<file path="src/rtl/safe_pkg.sv">
// Shared definitions for the digital safe: state encodings, key codes, default password.
package safe_pkg;

    localparam int unsigned STATE_W   = 4;
    localparam int unsigned KEY_W     = 4;
    localparam int unsigned PW_W      = 16;
    localparam int unsigned TMR_W     = 16;
    localparam int unsigned DCNT_W    = 3;
    localparam int unsigned FCNT_W    = 2;
    localparam int unsigned PW_DIGITS = 4;

    // Encodings are shared with feedback_controller; do not renumber.
    typedef enum logic [STATE_W-1:0] {
        S_IDLE      = 4'b0000,
        S_D1        = 4'b0001,
        S_D2        = 4'b0010,
        S_D3        = 4'b0011,
        S_FULL      = 4'b0100,
        S_NEWPW     = 4'b0101,
        S_SAVED     = 4'b0110,
        S_UNLOCK    = 4'b0111,
        S_FAIL      = 4'b1000,
        S_LOCKOUT   = 4'b1001,
        S_EMERGENCY = 4'b1010
    } state_t;

    localparam logic [KEY_W-1:0] KEY_STAR  = 4'hA;
    localparam logic [KEY_W-1:0] KEY_ENTER = 4'hB;
    localparam logic [KEY_W-1:0] KEY_CLEAR = 4'hC;

    localparam logic [PW_W-1:0] SAFE_DEFAULT_PW = 16'h1234;

    function automatic logic is_digit(input logic [KEY_W-1:0] code);
        return code <= KEY_W'(9);
    endfunction

    // Entry-state progression as digits arrive; FULL is absorbing.
    function automatic state_t entry_advance(input state_t s);
        case (s)
            S_IDLE:  return S_D1;
            S_D1:    return S_D2;
            S_D2:    return S_D3;
            default: return S_FULL;
        endcase
    endfunction

endpackage

</file>
<file path="src/rtl/safe_ms_timer.sv">
// Millisecond down-counter: load N-1, count down while run is high, expired when zero.
module safe_ms_timer
    import safe_pkg::*;
(
    input  logic             clk_1khz,
    input  logic             rst,
    input  logic             load,
    input  logic [TMR_W-1:0] load_value,
    input  logic             run,
    output logic             expired
);

    logic [TMR_W-1:0] count;

    // expired is kept registered alongside count so it always equals (count == 0).
    always_ff @(posedge clk_1khz or posedge rst) begin
        if (rst) begin
            count   <= '0;
            expired <= 1'b1;
        end else if (load) begin
            count   <= load_value;
            expired <= (load_value == '0);
        end else if (run && (count != '0)) begin
            count   <= count - TMR_W'(1);
            expired <= (count == TMR_W'(1));
        end
    end

endmodule

</file>
<file path="src/rtl/safe_lock_fsm.sv">
// Main safe control FSM: password entry, fail counting, lockout, emergency egress.
// Optional password change via `*` in UNLOCK is enabled by defining SAFE_PWCHANGE_EN.
module safe_lock_fsm
    import safe_pkg::*;
#(
    parameter logic [PW_W-1:0] DEFAULT_PW = SAFE_DEFAULT_PW,
    parameter int unsigned     MAX_FAIL   = 3,
    parameter int unsigned     UNLOCK_MS  = 5000,
    parameter int unsigned     FAIL_MS    = 1000,
    parameter int unsigned     LOCKOUT_MS = 30000
) (
    input  logic               clk_1khz,
    input  logic               rst,
    input  logic               key_valid,
    input  logic [KEY_W-1:0]   key_code,
    input  logic               emergency_in,
    output logic [STATE_W-1:0] state,
    output logic               door_unlock,
    output logic [FCNT_W-1:0]  fail_count,
    output logic [DCNT_W-1:0]  digit_count
);

    state_t             cur, nxt;
    logic [PW_W-1:0]    entry, entry_nxt;
    logic [PW_W-1:0]    pw;
    logic [DCNT_W-1:0]  dcnt_nxt;
    logic [FCNT_W-1:0]  fcnt_nxt;
    logic               tmr_load, tmr_run, tmr_expired;
    logic [TMR_W-1:0]   tmr_value;
    logic               key_digit, key_enter, key_clear;
    logic               pw_match;
`ifdef SAFE_PWCHANGE_EN
    logic               key_star, pw_we;
`endif

    assign state = cur;

    assign key_digit = key_valid && is_digit(key_code);
    assign key_enter = key_valid && (key_code == KEY_ENTER);
    assign key_clear = key_valid && (key_code == KEY_CLEAR);
    assign pw_match  = (digit_count == DCNT_W'(PW_DIGITS)) && (entry == pw);
`ifdef SAFE_PWCHANGE_EN
    assign key_star  = key_valid && (key_code == KEY_STAR);
`else
    assign pw = DEFAULT_PW;
`endif

    // The timer only counts in states with a dwell; NEWPW leaves it frozen.
    assign tmr_run = (cur == S_UNLOCK) || (cur == S_FAIL) ||
                     (cur == S_LOCKOUT) || (cur == S_SAVED);

    safe_ms_timer u_timer (
        .clk_1khz   (clk_1khz),
        .rst        (rst),
        .load       (tmr_load),
        .load_value (tmr_value),
        .run        (tmr_run),
        .expired    (tmr_expired)
    );

    // Next-state and datapath decisions; emergency has absolute priority.
    always_comb begin
        nxt       = cur;
        entry_nxt = entry;
        dcnt_nxt  = digit_count;
        fcnt_nxt  = fail_count;
        tmr_load  = 1'b0;
        tmr_value = '0;
`ifdef SAFE_PWCHANGE_EN
        pw_we     = 1'b0;
`endif
        if (emergency_in) begin
            nxt = S_EMERGENCY;
        end else begin
            case (cur)
                S_IDLE, S_D1, S_D2, S_D3, S_FULL: begin
                    if (key_enter) begin
                        entry_nxt = '0;
                        dcnt_nxt  = '0;
                        tmr_load  = 1'b1;
                        if (pw_match) begin
                            nxt       = S_UNLOCK;
                            fcnt_nxt  = '0;
                            tmr_value = TMR_W'(UNLOCK_MS - 1);
                        end else begin
                            nxt       = S_FAIL;
                            fcnt_nxt  = (fail_count == '1) ? fail_count
                                                           : fail_count + FCNT_W'(1);
                            tmr_value = TMR_W'(FAIL_MS - 1);
                        end
                    end else if (key_clear) begin
                        nxt       = S_IDLE;
                        entry_nxt = '0;
                        dcnt_nxt  = '0;
                    end else if (key_digit && (cur != S_FULL)) begin
                        nxt       = entry_advance(cur);
                        entry_nxt = {entry[PW_W-KEY_W-1:0], key_code};
                        dcnt_nxt  = digit_count + DCNT_W'(1);
                    end
                end
                S_UNLOCK: begin
                    if (key_enter) begin
                        nxt      = S_IDLE;
                        tmr_load = 1'b1;
`ifdef SAFE_PWCHANGE_EN
                    end else if (key_star) begin
                        nxt       = S_NEWPW;
                        entry_nxt = '0;
                        dcnt_nxt  = '0;
`endif
                    end else if (tmr_expired) begin
                        nxt = S_IDLE;
                    end
                end
                S_FAIL: begin
                    if (tmr_expired) begin
                        if (fail_count == FCNT_W'(MAX_FAIL)) begin
                            nxt       = S_LOCKOUT;
                            tmr_load  = 1'b1;
                            tmr_value = TMR_W'(LOCKOUT_MS - 1);
                        end else begin
                            nxt = S_IDLE;
                        end
                    end
                end
                S_LOCKOUT: begin
                    if (tmr_expired) begin
                        nxt      = S_IDLE;
                        fcnt_nxt = '0;
                    end
                end
                S_EMERGENCY: begin
                    nxt       = S_IDLE;
                    entry_nxt = '0;
                    dcnt_nxt  = '0;
                    fcnt_nxt  = '0;
                    tmr_load  = 1'b1;
                end
`ifdef SAFE_PWCHANGE_EN
                S_NEWPW: begin
                    if (key_enter) begin
                        if (digit_count == DCNT_W'(PW_DIGITS)) begin
                            nxt       = S_SAVED;
                            pw_we     = 1'b1;
                            entry_nxt = '0;
                            dcnt_nxt  = '0;
                            tmr_load  = 1'b1;
                            tmr_value = TMR_W'(FAIL_MS - 1);
                        end
                    end else if (key_clear) begin
                        nxt       = S_UNLOCK;
                        entry_nxt = '0;
                        dcnt_nxt  = '0;
                    end else if (key_digit && (digit_count != DCNT_W'(PW_DIGITS))) begin
                        entry_nxt = {entry[PW_W-KEY_W-1:0], key_code};
                        dcnt_nxt  = digit_count + DCNT_W'(1);
                    end
                end
                S_SAVED: begin
                    if (tmr_expired) begin
                        nxt = S_IDLE;
                    end
                end
`endif
                default: nxt = S_IDLE;
            endcase
        end
    end

    // All architectural state; door_unlock is registered from the next state.
    always_ff @(posedge clk_1khz or posedge rst) begin
        if (rst) begin
            cur         <= S_IDLE;
            entry       <= '0;
            digit_count <= '0;
            fail_count  <= '0;
            door_unlock <= 1'b0;
`ifdef SAFE_PWCHANGE_EN
            pw          <= DEFAULT_PW;
`endif
        end else begin
            cur         <= nxt;
            entry       <= entry_nxt;
            digit_count <= dcnt_nxt;
            fail_count  <= fcnt_nxt;
            door_unlock <= (nxt == S_UNLOCK) || (nxt == S_EMERGENCY);
`ifdef SAFE_PWCHANGE_EN
            if (pw_we) begin
                pw <= entry;
            end
`endif
        end
    end

endmodule
</file>
<file path="config.mk">
export PLATFORM = sky130hd
export DESIGN_NAME = safe_lock_fsm
export DESIGN_NICKNAME = d
export VERILOG_FILES = /design/src/rtl/safe_pkg.sv /design/src/rtl/safe_ms_timer.sv /design/src/rtl/safe_lock_fsm.sv
export SDC_FILE = /design/constraint.sdc
export NUM_CORES = 1
export LEC_CHECK = 0
export CORE_MARGIN = 1
export CORE_UTILIZATION = 50
export CTS_BUF_LIST = sky130_fd_sc_hd__clkbuf_16
export DETAILED_ROUTE_END_ITERATION = 16
export GPL_TIMING_DRIVEN = 0
export HOLD_SLACK_MARGIN = 0.12
export PLACE_DENSITY = 0.77
export SLEW_MARGIN = 10
export SYNTH_ARGS = -nofsm -noshare
export SYNTH_HDL_FRONTEND = slang
export SYNTH_HIERARCHICAL = 1
export SYNTH_SLANG_ARGS = --single-unit
</file>
<file path="constraint.sdc">
create_clock -name clk_1khz -period 3.2 [get_ports clk_1khz]
set_input_delay 0.96 -clock clk_1khz [delete_from_list [all_inputs] [get_ports clk_1khz]]
set_output_delay 0.96 -clock clk_1khz [all_outputs]
set_load 0.01 [all_outputs]
</file>
==> out/qor.yml <==
status:
  status: "finished clean"
place:
  portBuffers: 16
  post-place-ws_ns: -0.5402
  detailed_place_hpwl_um: 4850
  placed_cell_area_sq_mm: 0.003108
  gp_congestion: 0.8991
routing:
  routed_wirelength_um: 6981
  viasPerCell: 6.216
  wl_per_cell_um: 16.54
  vias: 2623
  final_antenna_net_count: 0
  drc_errors: 0
  first_pass_iters: 5
  drtIter0Drc: 185
clocking:
  cts_root_buf: "clkbuf_16"
  cts_tree: "yes"
  clkTransAtPathRegs_ns: 0.06
  clock_path_buffers: 2
  hold_buffers: 0
  cts.sinks: 43
  cts_buffers: 5
  insertion_delay_ns: 0.29
  cts_setup_buffers: 0
  htree_levels: 2
power_and_ir_drop:
  p_seq_share_pct: 39.1
  vdd_drop_max_mv: 0.4283
  cellInternalPower_mw: 1.362
  p_sw_share_pct: 32.16
  powerDensity_mw_per_mm2: 605.1
  pwr-share-comb_pct: 27.8
  p_leak_nw: 1.388
  p_clk_share_pct: 33.1
  p_sw_mw: 0.6457
die:
  die_w_um: 77.35
  die-area_sq_mm: 0.005983
  fp.dieH_um: 77.35
  boundaryPins: 18
  core-area_sq_mm: 0.005473
  initial_core_util_pct: 51.87
  num_rows: 27
synthesis:
  yosysMostFrequentCell: "dfrtp_1"
  ys_seq_elements: 43
  syn_area_sq_mm: 0.002839
  synth_edf_count: 0
  yosysSeqAreaShare_pct: 37.95
  synthTopCellsByArea: "dfrtp_1 37%, nand2_1 5.0%, o31ai_1 5.0%"
  syn_inst: 321
  synthDistinctLibCells: 69
  async_reset_ff_share_pct: 100.0
  synth_top_flop_cell: "dfrtp_1"
  postSynthAreaPerCell_sq_um: 8.844
  yosys.area.top_type: "dfrtp_1"
  yosys_warnings: 6
  synth_top_area_share_pct: 37.02
  synth_commonest_cells: "42 x dfrtp_1, 38 x nand2_1, 22 x o21ai_0, 19 x o31ai_1, 18 x nor2_1"
final_layout:
  nNetsFinal: 362
  post-route-util_pct: 60.63
  drive_gt1_share_pct: 13.14
  diodes: 0
  fin_area_sq_mm: 0.003318
  area_growth_pct: 16.88
timing:
  hold_viol_final: 0
  setup_ws_ns: 0.1252
  final_max_slew_viol_count: 0
  setup_violations: 0
  worst_pin_slew_ns: 1.020
  period_share_pct: 96.09
  fmax_ghz: 0.3252
  max_slew_margin_pct: 31.90
  rsz0062_at_grt: "false"
  finClkSkew_ns: 0.003671
  fin_crit_ns: 3.075
min_path:
  hold_path_class: "register to register"
worst_setup_path:
  cp-end-kind: "register"
  worstSetupPathType: "input pin to register"
  required_ns: 3.41
  critPathArrivalTime_ns: 3.29
  critPathMaxFanout: 5
  startpoint_type: "input pin"
global_routing:
  grt_pass1_wl_um: 11830
  grt-ovfl-total: 0
  grt_max_degree: 27
  grt_pass1_vias: 2409
  antenna_found_initial: 0
  grtUsageTotal_pct: 24.47
flow_run:
  timing.max_cap.violations: 0
## registers in the layout, summed over array words and instances (netlist names)
| register | count |
|---|---|
| digit_count | 3 |
| door_unlock | 1 |
| entry | 16 |
| fail_count | 2 |
| state | 4 |
| u_timer/count | 16 |
| u_timer/expired | 1 |
## routing by layer
layer	GRT usage [%]	wire length, um
met4	8.868	131
met3	3.412	413
met2	39.12	3225
met5	0	0
met1	33.79	3211
## layout make-up
cell class	instances	area, sq um
clock buffer	5	125.1
sequential	43	1077
fill	511	2155
multi-input combinational	249	1612
clock inverter	3	67.56
buffer	16	117.6
timing repair buffer	16	160.2
tap	72	90.09
inverter	18	68.82
## path summary, 6_finish.rpt
path,from,to,slack [ns],depth (start not counted)
hold / removal,entry[15],entry[15],0.51,2
max in group asynchronous,rst,entry[0],1.28,2
hold reg to reg,entry[15],entry[15],0.51,2
setup reg to reg,entry[11],u_timer/expired,0.66,8
min in group asynchronous,rst,u_timer/count[0],1.16,2
setup / recovery,key_code[3],u_timer/expired,0.13,9
## layout by cell type (no fill, tap or decap), types with 3 or more instances in the layout
cell             netlist  routed
nand3_1               10      10
nor2b_1                5       4
clkdlybuf4s50_1        0      16
nor4b_1                3       3
conb_1                 1       6
a21oi_1               12      12
o21ai_0               22      22
inv_1                 17      17
dfrtp_1               42      42
clkbuf_16              0       5
nor4_2                 3       3
nand2_1               38      38
or4_1                  7       7
buf_6                  6       6
mux2i_1                4       4
or2_2                  3       3
nand4b_1               4       4
a31oi_1                9       9
ha_1                   5       5
nand4_1                5       5
nor4_1                 6       6
buf_2                  6       6
o31ai_1               19      19
a21o_1                 4       4
or3_1                  3       3
o211ai_1               6       6
nor3_1                 7       7
nor2_1                18      17
## cells by family (layout without fill, tap and decap cells)
logic type      after synthesis  after routing  synth area share, %
fa+ha+maj                     5              5                2.204
mux                           6              6                2.204
compound gates               96             96                23.31
buf+inv                      34             58                6.478
flops                        43             43                37.95
xor+xnor                      3              3               0.9257
other cells                   1              6               0.1321
simple gates                133            133                26.80
## power by group through the flow
stage	Combinational, mW	Clock [mW]	Sequential, mW
CTS	0.552	0.677	0.780
global placement	0.531	0	0.785
global route	0.618	0.697	0.798
floorplan	0.381	0	0.767
finish	0.558	0.665	0.785
detailed placement	0.547	0	0.787
## through the flow
step / setup TNS, ns / total power, mW / hold WS (ns) / instances
floorplan: 0 / 1.148 / 0.4637 / 326
global placement: -6.300 / 1.315 / 0.4877 / 414
detailed placement: -6.504 / 1.334 / 0.5040 / 414
CTS: 0 / 2.009 / 0.5185 / 422
global route: 0 / 2.113 / 0.5475 / 422
finish: 0 / 2.008 / 0.5131 / 422
## critical path: stages
cell and delay (ns):
clkdlybuf4s50_1 0.53, nand2_1 0.18, nand4b_1 0.33, or2_2 0.38, o21ai_0 0.32, nor4_1 0.11
nand4_1 0.11, o22ai_1 0.09, mux2_1 0.28
## repair_timing
action,CTS,global route
pin swaps,0,0
gates resized for setup,2,5
setup endpoints to repair,13,17
(Power assumes the default switching activity.)
